--- src/rtl/gauss_pkg.sv ---
// Shared defaults, counter widths and FSM encoding for the Gaussian filter pipeline controller.
package gauss_pkg;
  localparam int DEF_IMG_W = 400;
  localparam int DEF_IMG_H = 300;
  localparam int DEF_LAT   = 2 * DEF_IMG_W + 2;

  localparam int COL_W = 9;
  localparam int ROW_W = 9;
  localparam int ADV_W = 17;
  localparam int PIX_W = 17;
  localparam int DAT_W = 8;

  typedef enum logic [1:0] {
    IDLE   = 2'd0,
    CLEAR  = 2'd1,
    STREAM = 2'd2,
    FLUSH  = 2'd3
  } state_t;
endpackage

--- src/rtl/raster_counter.sv ---
// Column/row raster position of the filter output; column wraps at W-1, row wraps at H-1.
module raster_counter
  import gauss_pkg::*;
#(
  parameter int W  = DEF_IMG_W,
  parameter int H  = DEF_IMG_H,
  parameter int CW = COL_W,
  parameter int RW = ROW_W
) (
  input  logic          Clk,
  input  logic          Reset,
  input  logic          i_clr,
  input  logic          i_en,
  output logic [CW-1:0] o_col,
  output logic [RW-1:0] o_row,
  output logic          o_last
);
  logic [CW-1:0] r_col;
  logic [RW-1:0] r_row;
  logic          w_col_end;

  assign w_col_end = (r_col == CW'(W - 1));
  assign o_last    = w_col_end && (r_row == RW'(H - 1));
  assign o_col     = r_col;
  assign o_row     = r_row;

  always_ff @(posedge Clk) begin
    if (Reset || i_clr) begin
      r_col <= '0;
      r_row <= '0;
    end else if (i_en) begin
      if (w_col_end) begin
        r_col <= '0;
        r_row <= o_last ? '0 : r_row + RW'(1);
      end else begin
        r_col <= r_col + CW'(1);
      end
    end
  end
endmodule

--- src/rtl/gauss_pipe_ctrl.sv ---
// Frame controller for a line-buffered Gaussian filter: clears the filter, streams pixels with
// downstream backpressure, flushes the LAT-deep pipeline and tracks the output raster position.
module gauss_pipe_ctrl
  import gauss_pkg::*;
#(
  parameter int IMG_W = DEF_IMG_W,
  parameter int IMG_H = DEF_IMG_H,
  parameter int LAT   = DEF_LAT
) (
  input  logic             Clk,
  input  logic             Reset,
  input  logic             start,
  input  logic             in_valid,
  input  logic [DAT_W-1:0] in_data,
  output logic             in_ready,
  input  logic             out_ready,
  output logic [DAT_W-1:0] filt_din,
  output logic             filt_clk_en,
  output logic             filt_reset,
  output logic             out_valid,
  output logic [COL_W-1:0] out_col,
  output logic [ROW_W-1:0] out_row,
  output logic             busy,
  output logic             frame_done
);
  localparam int NPIX = IMG_W * IMG_H;

  state_t           r_state, w_state_nxt;
  logic [ADV_W-1:0] r_adv_cnt;
  logic [PIX_W-1:0] r_in_cnt;
  logic             r_frame_done;

  logic             w_lat_done;
  logic             w_in_ready, w_clk_en, w_out_valid;
  logic [DAT_W-1:0] w_din;
  logic             w_out_hs, w_last;

  assign w_lat_done = (r_adv_cnt >= ADV_W'(LAT));

  always_comb begin
    w_state_nxt = r_state;
    w_in_ready  = 1'b0;
    w_clk_en    = 1'b0;
    w_out_valid = 1'b0;
    w_din       = '0;
    case (r_state)
      IDLE:  if (start) w_state_nxt = CLEAR;
      CLEAR: begin
        w_clk_en    = 1'b1;
        w_state_nxt = STREAM;
      end
      STREAM: begin
        // Until the pipeline is primed, pixels are taken regardless of downstream.
        w_out_valid = in_valid && w_lat_done;
        w_in_ready  = !w_lat_done || out_ready;
        w_clk_en    = in_valid && w_in_ready;
        w_din       = in_data;
        if (w_clk_en && (r_in_cnt == PIX_W'(NPIX - 1))) w_state_nxt = FLUSH;
      end
      FLUSH: begin
        w_out_valid = w_lat_done;
        w_clk_en    = out_ready;
      end
      default: w_state_nxt = IDLE;
    endcase
    if (w_out_valid && out_ready && w_last) w_state_nxt = IDLE;
  end

  assign in_ready    = w_in_ready && !Reset;
  assign filt_clk_en = w_clk_en && !Reset;
  assign out_valid   = w_out_valid && !Reset;
  assign filt_reset  = Reset || (r_state == CLEAR);
  assign filt_din    = w_din;
  assign busy        = (r_state != IDLE);
  assign frame_done  = r_frame_done;
  assign w_out_hs    = out_valid && out_ready;

  always_ff @(posedge Clk) begin
    if (Reset) begin
      r_state      <= IDLE;
      r_adv_cnt    <= '0;
      r_in_cnt     <= '0;
      r_frame_done <= 1'b0;
    end else begin
      r_state      <= w_state_nxt;
      r_frame_done <= w_out_hs && w_last;
      if (r_state == CLEAR) begin
        r_adv_cnt <= '0;
        r_in_cnt  <= '0;
      end else begin
        if (filt_clk_en) r_adv_cnt <= r_adv_cnt + ADV_W'(1);
        if (filt_clk_en && (r_state == STREAM)) r_in_cnt <= r_in_cnt + PIX_W'(1);
      end
    end
  end

  raster_counter #(
    .W (IMG_W),
    .H (IMG_H),
    .CW(COL_W),
    .RW(ROW_W)
  ) u_raster (
    .Clk   (Clk),
    .Reset (Reset),
    .i_clr (r_state == CLEAR),
    .i_en  (w_out_hs),
    .o_col (out_col),
    .o_row (out_row),
    .o_last(w_last)
  );
endmodule

--- config.mk ---
export PLATFORM = sky130hd
export DESIGN_NAME = gauss_pipe_ctrl
export DESIGN_NICKNAME = d
export VERILOG_FILES = /design/src/rtl/gauss_pkg.sv /design/src/rtl/raster_counter.sv /design/src/rtl/gauss_pipe_ctrl.sv
export SDC_FILE = /design/constraint.sdc
export NUM_CORES = 1
export LEC_CHECK = 0
export BUFFER_PORTS_ARGS = -buffer_cell sky130_fd_sc_hd__buf_2
export CORE_UTILIZATION = 25
export DETAILED_ROUTE_END_ITERATION = 7
export MAX_ROUTING_LAYER = met4
export SYNTH_ARGS = -nofsm -noshare
export SYNTH_HDL_FRONTEND = slang
export SYNTH_SLANG_ARGS = --single-unit
--- constraint.sdc ---
create_clock -name Clk -period 6.4 [get_ports Clk]
set_clock_uncertainty 0.2 [all_clocks]
set_input_delay 0.64 -clock Clk [delete_from_list [all_inputs] [get_ports Clk]]
set_output_delay 0.64 -clock Clk [all_outputs]
set_load 0.01 [all_outputs]
# Word-level counts from Yosys, hierarchy flattened
# Cells that the tools add are included.
[word_totals] ff_bits=55 inputBits=13 output_inout_bits=32 elab_cells=51
[op_classes] add_sub_neg=4 order_cmp=1 eq_ne=8 mux=9 n_reduce_logical=23
[ops] operator="$add A17 B1 Y17 const B" n=2
[ops] operator="$add A9 B1 Y9 const B" n=2
[ops] operator="$eq A9 B9 Y1 const B" n=2
[ops] operator="$mux W9" n=2
[ops] operator="$eq A17 B17 Y1 const B" n=1
[ops] operator="$ge A17 B10 Y1 const B" n=1
[ops] operator="$logic_and A1 B1 Y1" n=12
[ops] operator="$mux W8" n=1
[ops] operator="$pmux W2 S3" n=1
[ops] operator="$eq A2 B2 Y1 const B" n=2
[ops] operator="$mux W2" n=2
[ops] operator="$ne A2 B2 Y1 const B" n=2
[ops] operator="$reduce_or A2 Y1" n=2
[ops] operator="$pmux W1 S3" n=1
[ops] operator="$reduce_and A3 Y1" n=1
[ops] operator="$reduce_bool A3 Y1" n=1
[ops] operator="$eq A2 B1 Y1 const B" n=1
[ops] operator="$logic_not A1 Y1" n=2
[ops] operator="$logic_not A2 Y1" n=1
[ops] operator="$logic_or A1 B1 Y1" n=2
[ops] operator="$pmux W1 S2" n=1
[ops] operator="$reduce_and A2 Y1" n=1
[ops] operator="$reduce_bool A2 Y1" n=1
[ops] operator="$mux W1" n=1

# Depth between registers and ports, before layout
[logic_depth] word_depth=7 depth_mapped=9 depth_no_buf=8

# By module
# A second synthesis with hierarchy kept.
[hier_totals] cells_unflattened=358 area_unflattened_um2=3014.1
[by_module_without_submodules] module="gauss_pipe_ctrl" n_inst=1 cells_each=251 area_each_um2=2100.8 seq_area_each_um2=740.7
[by_module_without_submodules] module="raster_counter" n_inst=1 cells_each=107 area_each_um2=913.4 seq_area_each_um2=360.3

# Worst setup path after synthesis
# Ideal clock, no wire load.
[synth_timing] path_kind="input to output" start="input Reset" end="output filt_reset" t_arrival_ps=1867 required_time_ps=5560 slack_ps=3693 path_stages=5 path_buffers=3 path_cell_list="clkbuf_1 nor2_1 inv_1 clkbuf_1 clkbuf_1"
[synth_between] elab_chain_len=1
[synth_rtl] element="start, declared" line="gauss_pipe_ctrl.sv:11" source="input logic Reset,"
[synth_rtl] element="$logic_or A1 B1 Y1" line="gauss_pipe_ctrl.sv:72" source="assign filt_reset = Reset || (r_state == CLEAR);"
[synth_rtl] element="end, declared" line="gauss_pipe_ctrl.sv:19" source="output logic filt_reset,"
# No other way between the ends.

# Worst setup path in the final report
[layout_timing] start="register r_state[1]" end="output filt_reset"
[layout_between] elab_chain_len=2
[layout_rtl] element="start, declared" line="gauss_pipe_ctrl.sv:28" source="state_t r_state, w_state_nxt;"
[layout_rtl] element="start signal, assigned" line="gauss_pipe_ctrl.sv:85" source="r_state <= w_state_nxt;"
[layout_rtl] element="$eq A2 B1 Y1" line="gauss_pipe_ctrl.sv:72"
[layout_rtl] element="$logic_or A1 B1 Y1" line="gauss_pipe_ctrl.sv:72"
# No other way between the ends.

==> impl_results.md <==
- TritonCTS clock tree: built
- HP Start: u_raster.o_col[7]$_SDFFE_PP0P_
- Diodes inserted: 0
- Clock Latency Late Sink: 0.29 ns
- Avg Cell Area, Syn: 8.37 um^2
- Setup TNS: 0 ns
- Htree depth: 2
- Detailed Route Iter0 Violations: 157
- Worst-Margin Slew: 1.12 ns
- Synth Net Count: 396
- Initial Util: 25.8%
- Total routed wirelength: 7.32 mm
- Wire length per cell: 12.7 um
- Min-Delay Endpoint: u_raster.o_col[7]$_SDFFE_PP0P_
- Status: finished clean
- Final hold violations: 0
- Cell count after synthesis: 372
- RD Place Congestion: 0.799
- Die area: 0.0129 mm^2
- Crit path arrival time: 2.87 ns
- Yosys warns: 0
- GRT met3 Usage: 2.13%
- Met1 usage in global routing: 14.0%
- Pwr/cell area: 251 mW/mm^2
- HP Class: flip-flop to flip-flop
- Slew Limit Fails: 0
- Final min period: 3.71 ns
- Clock Path Buffers: 2
- Power Total: 923 uW
- Layout cells sized above 1: 18.3%
- Maxcap violations: 0
- RSZ-0062 raised after global routing: no
- Clock Sinks: 55
- Via count: 2,875
- Post-detail-place hpwl: 5.19 mm
- Tcrit/Tclk final: 58.0%
- Total setup buffers inserted after CTS: 0
- Final #Nets: 432
- Tot GR Track Use: 11.8%
- Element type at the critical path end: output pin
- Hold_buf cts: 0
- Row cnt: 40
- Cell taking the most area after synthesis: dfxtp_1
- WP data required: 5.56 ns
- GRT busiest layer: met2
- Post-synth EDFFs: 0
- Root buf cell: clkbuf_16
- Vias per cell: 4.98
- Yosys top cell area share: 35.4%
- Filler instances: 1,266
- Seq/Total Area, Yosys: 35.4%
- Fmax: 270 MHz
- Initial antenna violation count: 0
- CTS Buf Count: 5
- Count leader, synth: dfxtp_1
- Detailed Routing Iterations Pass 1: 4
- Input/output buffers: 44
- Width of the die: 114 um
- Synth Flop Type: dfxtp_1
- Lkg Pwr: 0.00131 uW
- Grt ovf: 0
- Core area: 0.0121 mm^2
- Synth cell count leaders: dfxtp_1 (55), nor2_1 (51), nand2_1 (35), xnor2_1 (22), a21oi_1 (20)
- Library cells used by synthesis: 50
- Drc violations: 0
- RR Endpoint: r_adv_cnt[14]$_SDFFE_PP0P_
- IO Count: 45
- Netlist Area Pre-Place: 0.00311 mm^2
- Reg2Reg Depth: 8
- Hold Crit Depth: 2
- First-pass GRT wire length: 12.0 mm
- CP startpoint kind: flip-flop
- Max VDD drop: 0.000124 V
- FF-to-FF setup slack: 3.20 ns
- CTS resizes: 0
- CP Max Fanout: 43
- Global-route met2 utilization: 20.0%
- Worst r2r src: r_state[0]$_SDFFE_PP0P_
- Crit Path Category: flip-flop to output pin
- Worst hold slack: 0.290 ns
- Vias in the first global route: 2,600
- Synth Register Bits: 55
- Relative slew slack: 24.9%
- Post-synth ARST share: 0%
- Worst-path clk slew: 0.07 ns
- Leading post-synthesis cells by cell area: dfxtp_1 (35%), xnor2_1 (6.2%), nor2_1 (6.1%)
- DRT antenna net count: 0
- Die height: 114 um
- Synth-to-layout area growth: 18.4%
- Final setup vio count: 0
- Largest net degree at the start of global routing: 44
-- report_power, final --
| part | leakage (uW) | internal [uW] | switching (uW) | total [uW] |
|---|---|---|---|---|
| registers | 0.000444 | 353 | 18.6 | 372 |
| logic | 0.000774 | 65.8 | 142 | 207 |
| clock network | 0.0000911 | 224 | 120 | 344 |
-- per-layer routing --
layer / part of all wire [%] / wire, um
met3: 4.3 / 318
met4: 1.4 / 104
met1: 47 / 3430
met5: 0 / 0
met2: 47 / 3470
-- metrics by stage --
stage	util (%)	cell area [um^2]	cells	worst slack, ns
after floorplan	-	3110	372	3.69
after global placement	29.0	3500	569	2.85
after detailed placement	29.0	3500	569	2.76
after CTS	30.6	3690	577	2.63
after global routing	30.6	3690	577	2.43
final	30.6	3690	577	2.69
-- worst max path at each step --
stage | startpoint | slack, ns | to | cells after the start
after floorplan | Reset | 3.69 | filt_reset | 5
after global placement | Reset | 2.85 | filt_reset | 5
after detailed placement | Reset | 2.76 | filt_reset | 5
after CTS | r_state[1]$_SDFFE_PP0P_ | 2.63 | filt_reset | 6
after global routing | r_state[1]$_SDFFE_PP0P_ | 2.43 | filt_reset | 6
final | r_state[1]$_SDFFE_PP0P_ | 2.69 | filt_reset | 6
-- cells by family (layout without fill, tap and decap cells) --
logic type	after synthesis	after routing	synth area share (%)
flops	55	55	35.4
compound gates	84	84	21.9
buf+inv	30	67	3.74
fa+ha+maj	11	11	4.42
xor+xnor	24	24	6.75
mux	3	3	0.964
simple gates	165	165	26.9
-- state kept, by name, indices dropped and copies added, names as in the netlist --
name / flops
r_in_cnt: 17
r_state: 2
u_raster.o_row: 9
frame_done: 1
r_adv_cnt: 17
u_raster.o_col: 9
-- worst max-delay path, stage by stage, from the launching register on --
cell and delay [ns]:
dfxtp_1 0.41, inv_1 0.15, ha_1 0.20, nor2_1 0.84, inv_1 0.36, buf_4 0.38, buf_2 0.21
-- layout make-up --
type,count,area [um^2],area share [%]
repair buffers,46,235,6.38
well taps,168,210,5.70
inverters,13,48.8,1.32
clock buffers,6,129,3.50
flip-flops and latches,55,1100,29.9
clock inverters,2,60.1,1.63
multi-input cells,287,1900,51.6
-- layout by cell type (no fill, tap or decap), types with 11 or more instances in the layout --
cell type	netlist	routed
dfxtp_1	55	55
a21oi_1	20	20
o21ai_0	11	11
buf_2	0	44
inv_1	13	13
nand3_1	18	18
nor3_1	11	11
nand2_1	35	35
xnor2_1	22	22
ha_1	11	11
and2_1	11	11
nor2_1	51	51
(Power assumes the default switching activity.)
